[config.mk]
export PLATFORM = sky130hd
export DESIGN_NAME = risc5_wb_sequencer
export DESIGN_NICKNAME = d
export VERILOG_FILES = /design/src/rtl/risc5_wb_pkg.sv /design/src/rtl/risc5_scoreboard.sv /design/src/rtl/risc5_wb_sequencer.sv
export SDC_FILE = /design/constraint.sdc
export NUM_CORES = 1
export LEC_CHECK = 0
export BUFFER_PORTS_ARGS = -buffer_cell sky130_fd_sc_hd__clkbuf_2
export CORE_UTILIZATION = 47
export CTS_CLUSTER_SIZE = 14
export DETAILED_ROUTE_END_ITERATION = 10
export PLACE_DENSITY_LB_ADDON = 0.25
export SLEW_MARGIN = 10
export SYNTH_ARGS = -nofsm -noshare
export SYNTH_HDL_FRONTEND = slang
export SYNTH_SLANG_ARGS = --single-unit
[constraint.sdc]
create_clock -name clk -period 4.5 [get_ports clk]
set_input_delay 0.45 -clock clk [delete_from_list [all_inputs] [get_ports clk]]
set_output_delay 0.45 -clock clk [all_outputs]
set_load 0.01 [all_outputs]
[src/rtl/risc5_wb_pkg.sv]
// Shared types and sizes for the write-back sequencer and its scoreboard.
package risc5_wb_pkg;
  localparam int REG_W    = 4;
  localparam int NREGS    = 16;
  localparam int DATA_W   = 32;
  localparam int STARVE_W = 8;

  typedef logic [REG_W-1:0]  reg_idx_t;
  typedef logic [DATA_W-1:0] data_t;
endpackage

[src/rtl/risc5_scoreboard.sv]
// Pending-register scoreboard: tracks destinations of outstanding long
// operations, counts them, answers hazard lookups and flags protocol errors.
// All strobes arrive already qualified with the clock enable.
module risc5_scoreboard
  import risc5_wb_pkg::*;
#(
  parameter int MAX_OUT = 4
) (
  input  logic             clk,
  input  logic             rst,
  input  logic             ce_i,
  input  logic             inc_i,     // long accept
  input  logic             set_i,     // long accept that writes a register
  input  reg_idx_t         set_rd_i,
  input  logic             hs_i,      // long result handshake
  input  reg_idx_t         hs_rd_i,
  input  logic             alu_wr_i,
  input  reg_idx_t         alu_rd_i,
  input  reg_idx_t         qa_i,
  input  reg_idx_t         qb_i,
  input  reg_idx_t         qd_i,
  output logic             pend_a_o,
  output logic             pend_b_o,
  output logic             pend_d_o,
  output logic             full_o,
  output logic [REG_W-1:0] outstanding_o,
  output logic             err_o
);
  logic [NREGS-1:0] pend_q, pend_d;
  logic [REG_W-1:0] cnt_q, cnt_d;
  logic             err_q, err_d;

  assign full_o        = (cnt_q == REG_W'(MAX_OUT));
  assign pend_a_o      = pend_q[qa_i];
  assign pend_b_o      = pend_q[qb_i];
  assign pend_d_o      = pend_q[qd_i];
  assign outstanding_o = cnt_q;
  assign err_o         = err_q;

  // Next state: set on long accept, clear on handshake, count both ways.
  always_comb begin
    pend_d = pend_q;
    if (set_i) pend_d[set_rd_i] = 1'b1;
    if (hs_i)  pend_d[hs_rd_i]  = 1'b0;
    cnt_d = cnt_q;
    // A stray handshake (already an error) must not wrap the count.
    if (inc_i && !hs_i)                    cnt_d = cnt_q + 1'b1;
    else if (!inc_i && hs_i && cnt_q != 0) cnt_d = cnt_q - 1'b1;
    err_d = err_q
          | (hs_i & ~pend_q[hs_rd_i])
          | (alu_wr_i & pend_q[alu_rd_i])
          | (inc_i & full_o);
  end

  // Scoreboard state register, frozen while the clock enable is low.
  always_ff @(posedge clk or negedge rst) begin
    if (!rst) begin
      pend_q <= '0;
      cnt_q  <= '0;
      err_q  <= 1'b0;
    end else if (ce_i) begin
      pend_q <= pend_d;
      cnt_q  <= cnt_d;
      err_q  <= err_d;
    end
  end
endmodule

[src/rtl/risc5_wb_sequencer.sv]
// Write-back sequencer: arbitrates ALU and long-unit results onto the
// register-file write port and stalls issue on hazards against pending
// long operations. Optional macro RISC5_WB_FWD_EN lets a same-cycle long
// result satisfy a stalled source and exposes fwd_a/fwd_b.
module risc5_wb_sequencer
  import risc5_wb_pkg::*;
#(
  parameter int MAX_OUT    = 4,
  parameter int STARVE_LIM = 8
) (
  input  logic              clk,
  input  logic              rst,
  input  logic              ce,
  input  logic              iss_valid,
  input  logic [REG_W-1:0]  iss_ra,
  input  logic [REG_W-1:0]  iss_rb,
  input  logic [REG_W-1:0]  iss_rd,
  input  logic              iss_use_ra,
  input  logic              iss_use_rb,
  input  logic              iss_use_rd,
  input  logic              iss_long,
  output logic              iss_stall,
  input  logic              alu_wr,
  input  logic [REG_W-1:0]  alu_rd,
  input  logic [DATA_W-1:0] alu_data,
  input  logic              lng_valid,
  input  logic [REG_W-1:0]  lng_rd,
  input  logic [DATA_W-1:0] lng_data,
  output logic              lng_ready,
  output logic              rf_wr,
  output logic [REG_W-1:0]  rf_wno,
  output logic [DATA_W-1:0] rf_din,
  output logic [REG_W-1:0]  outstanding,
  output logic              err
`ifdef RISC5_WB_FWD_EN
  ,output logic             fwd_a
  ,output logic             fwd_b
`endif
);
  logic                alu_go, lng_hs, accept;
  logic                pend_a, pend_b, pend_d, full;
  logic                haz_a, haz_b, haz_d, throttle;
  logic [STARVE_W-1:0] starve_q, starve_d;

  // ALU wins the port; long unit only gets it on ALU-free cycles.
  assign alu_go    = rst & ce & alu_wr;
  assign lng_ready = ce & ~alu_wr & rst;
  assign lng_hs    = lng_valid & lng_ready;
  assign rf_wr     = alu_go | lng_hs;

  // Write-port mux, zeroed when nothing is written.
  always_comb begin
    rf_wno = '0;
    rf_din = '0;
    if (alu_go) begin
      rf_wno = alu_rd;
      rf_din = alu_data;
    end else if (lng_hs) begin
      rf_wno = lng_rd;
      rf_din = lng_data;
    end
  end

  risc5_scoreboard #(.MAX_OUT(MAX_OUT)) u_sb (
    .clk           (clk),
    .rst           (rst),
    .ce_i          (ce),
    .inc_i         (accept & iss_long),
    .set_i         (accept & iss_long & iss_use_rd),
    .set_rd_i      (iss_rd),
    .hs_i          (lng_hs),
    .hs_rd_i       (lng_rd),
    .alu_wr_i      (alu_go),
    .alu_rd_i      (alu_rd),
    .qa_i          (iss_ra),
    .qb_i          (iss_rb),
    .qd_i          (iss_rd),
    .pend_a_o      (pend_a),
    .pend_b_o      (pend_b),
    .pend_d_o      (pend_d),
    .full_o        (full),
    .outstanding_o (outstanding),
    .err_o         (err)
  );

`ifdef RISC5_WB_FWD_EN
  // A matching long result this cycle feeds the operand directly.
  assign fwd_a = lng_hs & iss_use_ra & pend_a & (lng_rd == iss_ra);
  assign fwd_b = lng_hs & iss_use_rb & pend_b & (lng_rd == iss_rb);
  assign haz_a = iss_use_ra & pend_a & ~fwd_a;
  assign haz_b = iss_use_rb & pend_b & ~fwd_b;
`else
  assign haz_a = iss_use_ra & pend_a;
  assign haz_b = iss_use_rb & pend_b;
`endif
  // Destination hazard (WAW) also guarantees set/clear never collide.
  assign haz_d    = iss_use_rd & pend_d;
  assign throttle = (starve_q >= STARVE_W'(STARVE_LIM)) & ~iss_long;

  assign iss_stall = ~rst | (iss_valid & (haz_a | haz_b | haz_d |
                                          (iss_long & full) | throttle));
  assign accept    = iss_valid & ~iss_stall & ce;

  // Starve counter: consecutive cycles a long result loses to the ALU.
  always_comb begin
    starve_d = starve_q;
    if (!lng_valid || lng_hs)
      starve_d = '0;
    else if (alu_wr && starve_q < STARVE_W'(STARVE_LIM))
      starve_d = starve_q + 1'b1;
  end

  // Starve counter register.
  always_ff @(posedge clk or negedge rst) begin
    if (!rst)    starve_q <= '0;
    else if (ce) starve_q <= starve_d;
  end
endmodule

==> out/metrics.csv <==
metric,value,unit
most frequent cell after synthesis,a22o_1,
Sw Pwr,307,uW
area of the mapped netlist,0.00272,mm^2
Post-DP HPWL,6610,um
initial drt markers,306,
ranking of synthesized cells by area,"dfrtp_1 (27%), mux4_2 (12%), a22o_1 (11%)",
pin count of the biggest net entering global routing,49,
post-detailed-route DRC marker count,0,
fin crit period,3830,ps
register area share after synthesis,26.7,%
Setup Skew,9.23,ps
Worst-Margin Slew,551,ps
largest family of logic cells by synthesized area,compound AO/OA/AOI/OAI gates,
initial core utilization,49.1,%
Std-Cell Rows,27,
Die Wd,78.0,um
share of cells above drive strength 1,43.7,%
Worst Path Max Fanout,29,
"Arr. time, crit path",4010,ps
Setup CP Type,reg -> reg,
required time of the critical path,4680,ps
Max-Cap Viols,0,
Vias,2981,
GPL Wtd Cong,0.927,
Reg power frac,38.2,%
Worst Slack Setup Final,671,ps
Post-Synth Adder-Cell Area,2.58,%
unrepaired setup endpoints after global routing,no,
initial antenna violation count,0,
"worst slack, placed",486,ps
Ys Warns,0,
Synth Area in XOR/XNOR,0.645,%
clk buf depth,2,
CTS H-tree depth,2,
fill cell count,475,
Synth Area in Simple Gates,22.3,%
synth cell count leaders,"a22o_1 (34), dfrtp_1 (29), nor4_1 (20)",
WL/cell,18.7,um
Post-synth EDFFs,0,
CTS tree,built,
Hold Fails Final Rpt,0,
Sw Ratio,35.4,%
Pre-Repair DR Iteration Count,5,
total die area,0.00609,mm^2
CP Launch Type,flip-flop,
Area Overhead vs Synth,28.5,%
first-pass GRT wire length,13600,um
Synth async-reset ratio,100,%
setup violators final,0,
status,completed,
Routed WL,8890,um
Vias/cell,6.28,
power per cell area,248,mW/mm^2
I/O pin count,138,
vias in the first global route,2759,
Synth Area in Compound Gates,24.4,%
Worst Hold Class,in -> async,
Sink Count,29,
cts bufs inserted,5,
clock slew at reported path FFs,60,ps
setup bufs post-CTS,0,
top cell type's share of synthesized area,26.7,%
multiplexer area fraction after synthesis,18.1,%
Root Buffer,clkbuf_8,
synthesis-stage register bit count,29,
Setup TNS,0,ps
Fmax,261,MHz
I/O Buffers,137,
Leakage,1.71,nW
commonest register cell after synthesis,dfrtp_1,
Clock Latency Late Sink,290,ps
Comb pwr share,36.7,%
share of total power in the clock network,25.1,%
Core Area,0.00554,mm^2
Post-Route Utilization,63.1,%
Cells after Synth,279,
Max IR drop VDD,0.000167,V
Synth Net Count,378,
Relative slew margins,63.0,%
synth unique cells,55,
CP Capture Type,flip-flop,
Synth area leader,dfrtp_1,
antenna-violating nets left,0,
global route overflow,0,
count of pins over their slew limit,0,
chip height,78.0,um
Final nets,502,
hold buffer count at CTS,0,
# resized after CTS,0,
Ant. Diodes,0,
Int Power,560,uW
syn avg cell area,9.74,um^2
Tcrit/Tclk final,85.1,%
Tot Pwr,866,uW
GR Util All Layers,29.1,%
==> registers in the layout, indices dropped and copies added (netlist names) <==
name / count
starve_q: 8
u_sb.err_o: 1
u_sb.pend_q: 16
u_sb.outstanding_o: 4
==> through the flow <==
step / cells / hold WS, ps / area (um^2)
2_1_floorplan: 279 / 154 / 2720
3_3_place_gp: 468 / 448 / 3410
3_5_place_dp: 468 / 456 / 3410
4_1_cts: 475 / 208 / 3490
5_1_grt: 475 / 245 / 3490
6_report: 475 / 197 / 3490
==> cell usage in the layout (no fill, tap or decap), types with 3 or more instances in the layout <==
cell type and count:
clkbuf_2 137, a22o_1 34, dfrtp_1 29, nor4_1 20
nand2_1 17, nor2_1 16, mux4_2 14, a2bb2oi_1 10
mux2_2 7, nor3_1 7, nand3_1 7, nor3b_1 6
nor2b_1 6, clkbuf_8 6, inv_1 5, nand2b_1 5
o22ai_1 4, and3_1 4, o21ai_0 4, nand3b_1 4
o32a_1 4, ha_1 4, buf_4 4, or3_1 3
mux4_1 3, o31ai_1 3, o21a_1 3
==> logic make-up (layout without fill, tap and decap cells) <==
group	after synthesis	count (layout)
simple gates	108	108
xor+xnor	2	2
compound gates	80	80
buf+inv	29	153
flops	29	29
fa+ha+maj	5	5
mux	26	26
==> metal layers <==
metal | part of all wire, % | GRT usage, % | wire length [um]
met1 | 39 | 35.1 | 3500
met2 | 49 | 49.3 | 4340
met3 | 8.9 | 7.56 | 788
met4 | 2.9 | 12.2 | 257
met5 | 0 | 0 | 0
==> path summary, 6_finish.rpt <==
path / startpoint / to / slack [ps] / depth (start not counted)
max reg2reg: u_sb.pend_q[1] / u_sb.outstanding_o[3] / 670 / 11
min in group clk: u_sb.err_o / u_sb.err_o / 460 / 1
max in group asynchronous: rst / u_sb.pend_q[12] / 4010 / 2
max: u_sb.pend_q[1] / u_sb.outstanding_o[3] / 670 / 11
min reg2reg: u_sb.err_o / u_sb.err_o / 460 / 1
min: rst / starve_q[1] / 200 / 2
==> final cells by class <==
| type | count | area [um^2] | area share, % |
|---|---|---|---|
| timing repair buffer | 141 | 716 | 20.5 |
| multi-input combinational | 221 | 1860 | 53.2 |
| sequential | 29 | 726 | 20.8 |
| clock buffer | 7 | 86.3 | 2.47 |
| tap | 72 | 90.1 | 2.58 |
| inverter | 5 | 18.8 | 0.537 |
==> worst max-delay path, stage by stage, from the launching register on <==
cell      delay [ps]
dfrtp_1          470
mux4_1           540
a22oi_1          190
o31ai_1          130
or4_4            700
or3_1            430
ha_1             290
a21o_1           170
a21oi_1          250
nor2b_1          160
o21ai_0           90
a221oi_1         290
==> power by group through the flow <==
stage / combinational (mW) / sequential [mW] / clock, mW
after floorplan: 0.194 / 0.327 / 0
after global placement: 0.306 / 0.331 / 0
after detailed placement: 0.315 / 0.332 / 0
after CTS: 0.316 / 0.329 / 0.223
after global routing: 0.353 / 0.334 / 0.235
final: 0.318 / 0.331 / 0.218
(Power assumes the default switching activity.)
